## src/rtl/channel_scanner.sv

```systemverilog
// N-channel 1-bit selector: manual switch-select or timed auto-scan,
// with registered data, active-channel index, change strobe and wrap pulse.
module channel_scanner #(
    parameter int   CHANNELS    = 7,
    parameter int   SEL_W       = 3,
    parameter int   DIV         = 4,
    parameter logic DEFAULT_OUT = 1'b1
) (
    input  logic                clock,
    input  logic                reset,
    input  logic                mode,
    input  logic                enable,
    input  logic [SEL_W-1:0]    sel,
    input  logic [CHANNELS-1:0] data_in,
    output logic                out,
    output logic [SEL_W-1:0]    cur_ch,
    output logic                strobe,
    output logic                wrap
);

    localparam int               CNT_W    = (DIV > 1) ? $clog2(DIV) : 1;
    localparam int               SPAN     = 1 << SEL_W;
    localparam logic [CNT_W-1:0] CNT_LAST = CNT_W'(DIV - 1);
    localparam logic [SEL_W-1:0] CH_LAST  = SEL_W'(CHANNELS - 1);

    typedef enum logic {
        MANUAL,
        SCAN
    } state_t;

    state_t           state_reg;
    logic [CNT_W-1:0] cnt_reg;
    logic [CNT_W-1:0] cnt_base;
    logic [CNT_W-1:0] cnt_next;
    logic [SEL_W-1:0] ch_next;
    logic             wrap_next;
    logic [SPAN-1:0]  padded;

    // Every selectable index maps to a bit; unused indices read DEFAULT_OUT.
    generate
        for (genvar gi = 0; gi < SPAN; gi++) begin : g_pad
            if (gi < CHANNELS) begin : g_in
                assign padded[gi] = data_in[gi];
            end else begin : g_def
                assign padded[gi] = DEFAULT_OUT;
            end
        end
    endgenerate

    always_comb begin
        // Dwell always restarts from zero on the first scan cycle after manual.
        cnt_base  = (state_reg == SCAN) ? cnt_reg : '0;
        cnt_next  = cnt_base;
        ch_next   = cur_ch;
        wrap_next = 1'b0;
        if (!mode) begin
            ch_next  = sel;
            cnt_next = '0;
        end else if (enable) begin
            if (cnt_base == CNT_LAST) begin
                cnt_next = '0;
                if (cur_ch < CH_LAST) begin
                    ch_next = cur_ch + 1'b1;
                end else begin
                    ch_next   = '0;
                    wrap_next = 1'b1;
                end
            end else begin
                cnt_next = cnt_base + 1'b1;
            end
        end
    end

    always_ff @(posedge clock) begin
        if (reset) begin
            state_reg <= MANUAL;
            cnt_reg   <= '0;
            cur_ch    <= '0;
            out       <= 1'b0;
            strobe    <= 1'b0;
            wrap      <= 1'b0;
        end else begin
            state_reg <= mode ? SCAN : MANUAL;
            cnt_reg   <= cnt_next;
            cur_ch    <= ch_next;
            out       <= padded[ch_next];
            strobe    <= (ch_next != cur_ch);
            wrap      <= wrap_next;
        end
    end

endmodule
```

## config.mk

```make
export PLATFORM = sky130hd
export DESIGN_NAME = channel_scanner
export DESIGN_NICKNAME = d
export VERILOG_FILES = /design/src/rtl/channel_scanner.sv
export SDC_FILE = /design/constraint.sdc
export NUM_CORES = 1
export LEC_CHECK = 0
export ABC_AREA = 1
export BUFFER_PORTS_ARGS = -buffer_cell sky130_fd_sc_hd__buf_2
export CELL_PAD_IN_SITES_DETAIL_PLACEMENT = 0
export CELL_PAD_IN_SITES_GLOBAL_PLACEMENT = 1
export CORE_ASPECT_RATIO = 1.1
export CORE_UTILIZATION = 28
export DETAILED_ROUTE_END_ITERATION = 7
export PLACE_DENSITY_LB_ADDON = 0.1
export SYNTH_ARGS = -nofsm -noshare
export SYNTH_HDL_FRONTEND = slang
export SYNTH_SLANG_ARGS = --single-unit
```

## constraint.sdc

```tcl
create_clock -name clock -period 1.35 [get_ports clock]
set_input_delay 0.0675 -clock clock [delete_from_list [all_inputs] [get_ports clock]]
set_output_delay 0.0675 -clock clock [all_outputs]
set_load 0.01 [all_outputs]
```

Word-level counts from Yosys, hierarchy flattened
Index checks and enable logic that the tools add are counted.

Output and inout port bits: 6. Bits in writable memories: 0. Bits in latches: 0. Flip-flop bits (word level): 9. Memories kept: 0. Word-level logic and storage cells: 28. ROM bits: 0.

Eq/ne operators: 2. Shift-type cells: 0. Bitwise logic cells: 3. Reductions and logical operators: 2. Div/mod/pow operators: 0. $mul: 0. Order comparisons: 2. Mux-type cells: 11. $add $sub $neg: 2.

Operators with widths (count): 3-bit 2-to-1 mux (4); 2-bit 2-to-1 mux (3); 3-bit by 4-bit < comparator with 1-bit output, second input constant (1); 4-bit OR reduction (1); 3-bit by 1-bit adder with 3-bit output, second input constant (1); 1-bit binary-select mux with 3-bit select (1); 3-bit < comparator, second input constant (1); 1-bit 2-to-1 mux (3); 3-bit inequality test (1); 1-bit NOT (3); 2-bit by 1-bit adder with 2-bit output, second input constant (1); 2-bit == test, second input constant (1); 2-bit OR reduction (1).

Longest topological paths before layout
Depth after elaboration: 7. Depth in mapped cells: 13. Gate-level depth less buffers: 13.

Worst setup path before layout
Ideal clock, no wire load.

Path type: flip-flop to flip-flop. Start point: register state_reg. End point: register strobe. Setup slack: -0.083 ns. Required time: 1.239 ns. Cell stages (with the launch flop): 14. Arrival: 1.321 ns. Setup time: 0.111 ns. Cells stage by stage: dfxtp_1 > nand2_1 > inv_1 > ha_1 > nand2_2 > clkinv_2 > nand3_1 > nand2_2 > nand2_4 > nand2_1 > nand2_1 > nand2_1 > nor2_1 > nor2_1.

Longest elaborated chain between the ends: 6.

Ends and longest elaborated chain: from (decl) (line 31) `state_t state_reg;`; from (signal assigned) (line 83) `state_reg <= mode ? SCAN : MANUAL;`; 2-bit 2-to-1 mux (line 52) `cnt_base = (state_reg == SCAN) ? cnt_reg : '0;`; 2-bit == test (line 60) `if (cnt_base == CNT_LAST) begin`; 3-bit 2-to-1 mux (line 60); 3-bit 2-to-1 mux (line 59) `end else if (enable) begin`; 3-bit 2-to-1 mux (line 56) `if (!mode) begin`; 3-bit inequality test (line 87) `strobe <= (ch_next != cur_ch);`; to (signal assigned) (line 87); to (decl) (line 17) `output logic strobe,`.

Every way passes these cells. A chain may end at the register's enable or synchronous reset.

Worst setup path after layout
Same ends and word-level chain as after synthesis.

==> metrics.txt <==
Post-synth EDFFs 0; DR vias/cell 4.51; Final period util 1.04; Clk pwr share 0.309; clk slew on worst S/H paths 60 ps; post-synth top area cell dfxtp_1; synth top area cells dfxtp_1 32%, nand2_1 15%, nand3_1 13%, nor2_1 6.1%, inv_1 4.7%; Sequential Power Share 0.440; global-route wire length before repair 2.59 mm; layout cells sized above 1 0.420; post-route setup TNS -91.3 ps; Final Hold Fails 0; starting density of the core 0.306; Core ar. 1820 sq um; Primary FF master, synth dfxtp_1; Static Leakage 0.387 nW; Peak VDD IR 0.337 mV; # IOs 20; die height 48.8 um; number of synthesized register bits 9; Synth warnings 0; Crit Path Max Fanout 6; clk sinks 9; Internal Pwr Total 0.000468 W; Final Net Count 129; async set or reset register ratio after synthesis 0; CTS Buf Count 3; diodes inserted 0; final setup violation count 2; Worst Slack Setup Final -50.4 ps; Syn Nets 100; final clock skew 6.72 ps; initial antenna violation count 0; count of cell types in the netlist 18; status finished with violations; sequential element share of the synthesized area 0.323; H-tree levels 1; PwrDens 816 nW/um^2; root buffer cell clkbuf_4; Layout area overhead 45.5%; vias in the first global route 646; Die W 44.6 um; cell count after synthesis 84; Slowest cell on crit path dfxtp_2; number of flip-flops in the largest register 3; final wirelength 1.46 mm; via count 627; row count 16; most common cell in the netlist nand2_1; post-layout min period 1400 ps; Crit path top cell by count nand2_1; NetSw 0.000194 W; Critical Path Source Type flop; worst path arrival time 1550 ps; Layout fillers 205; Longest Clk Path Bufs 2; delay of the slowest critical-path stage 340 ps; placer congestion estimate 0.802; critical setup path kind flop to flop; Gate power share 0.251; Sw Share 0.293; violated checks setup timing; final-report max-slew violation count 0; min-delay worst type input pin to flop; CP Data Required Time 1500 ps; Netlist Area Pre-Place 558 sq um; CTS tree built; pin count of the biggest net entering global routing 8; total track usage 0.162; hold_buf cts 0; Starting DRT DRC Count 9; Synth top area share 0.323; DP HPWL 1.19 mm; GR Overflow Total 0; Port Buffer Count 19; clock latency on the worst-skew pair 260 ps; Worst Max-Slew Pin Slew 274 ps; f_max 714 MHz; hold slack 65.5 ps; Mapped Avg Cell Area 6.64 sq um; DRC errors left 0; Slew headroom 0.816; CP Capture Type flop; Total Die Area 2180 sq um; routed len/inst 10.5 um; Max Cap Viol 0; crit path cell chain nand2_2 -> inv_2 -> ha_4 -> nand2_8 -> a21oi_4 -> nand2_4 -> nand2_4 -> nand2_1 -> nand2_1 -> nand2_1 -> nor2_1 -> nor2_1; Final ANT Viol Nets 0; Synth top cells by count 22 x nand2_1, 14 x nand3_1, 9 x dfxtp_1, 9 x nor2_1, 7 x inv_1; Pre-antenna DRT Iters 2; RSZ-0062 raised after global routing true
per-stage QoR:
step | setup slack, ps | cells | area, sq um | utilization | power, W
6_report | -50.4 | 139 | 812 | 0.446 | 0.000662
5_1_grt | -194 | 139 | 812 | 0.446 | 0.000719
4_1_cts | -57.7 | 139 | 812 | 0.446 | 0.000674
3_5_place_dp | -149 | 134 | 724 | 0.398 | 0.000451
3_3_place_gp | -130 | 134 | 724 | 0.398 | 0.000452
2_1_floorplan | -9.93 | 84 | 566 | - | 0.000385
routing by layer:
layer | track usage | up-vias | part of all wire
li1 | - | 331 | -
met4 | 0.0606 | 0 | 0.0089
met2 | 0.282 | 16 | 0.51
met5 | 0 | - | 0
met1 | 0.180 | 278 | 0.44
met3 | 0.0444 | 2 | 0.039
worst max-delay path: cells and delay by family, from the launching register on:
family / cells / cell delay, ps
buffers and inverters: 1 / 70
and+or+nand+nor: 9 / 590
DFF: 1 / 340
adders and majority gates: 1 / 170
AOI/OAI and AO/OA: 1 / 140
area by class of cell:
type / instances / area [sq um] / share of cell area
Tap cell: 27 / 33.8 / 0.0416
Inverter: 9 / 38.8 / 0.0478
Clock buffer: 4 / 26.3 / 0.0324
Sequential cell: 9 / 181 / 0.223
Multi-Input combinational cell: 66 / 399 / 0.492
Timing Repair Buffer: 24 / 133 / 0.163
final timing paths:
path / depth (start not counted) / end / slack [ps] / start
min reg2reg: 2 / cnt_reg[0]$_SDFF_PP0_ / 510 / cnt_reg[0]$_SDFF_PP0_
max reg2reg: 12 / strobe$_SDFF_PP0_ / -50 / state_reg$_SDFF_PP0_
min: 2 / cur_ch[0]$_SDFF_PP0_ / 70 / reset
max: 12 / strobe$_SDFF_PP0_ / -50 / state_reg$_SDFF_PP0_
kinds of logic after synthesis:
| kind of cell | Yosys count | share of synthesized area |
|---|---|---|
| AOI/OAI and AO/OA | 10 | 0.117 |
| adders and majority gates | 2 | 0.0448 |
| buffers and inverters | 9 | 0.0628 |
| DFF | 9 | 0.323 |
| and+or+nand+nor | 54 | 0.453 |
repair_timing:
item / 4_1_cts / 5_1_grt
buffers inserted: 1 / 0
resized for setup: 12 / 0
hold endpoints to repair: 0 / 0
pin swaps: 6 / 0
setup endpoints to repair: 2 / 3
gates cloned: 0 / 0
power by group through the flow:
| stage | logic [W] | registers, W | clock network [W] |
|---|---|---|---|
| 2_1_floorplan | 0.0000818 | 0.000304 | 0 |
| 3_3_place_gp | 0.000156 | 0.000296 | 0 |
| 3_5_place_dp | 0.000155 | 0.000296 | 0 |
| 4_1_cts | 0.000169 | 0.000291 | 0.000213 |
| 5_1_grt | 0.000188 | 0.000293 | 0.000238 |
| 6_report | 0.000166 | 0.000291 | 0.000205 |
placed cells by master (no fill, tap or decap), types with 2 or more instances in the layout:
cell	count
nand3_1	13
nand2_2	3
nand3_2	2
o21ai_0	2
clkbuf_4	3
buf_4	5
or2_2	2
a21oi_1	4
inv_1	5
inv_2	3
buf_2	19
nor2_1	9
a21oi_4	2
nand2_1	20
nand2_4	2
dfxtp_1	8
No activity file was read; power rests on OpenSTA's default activity.
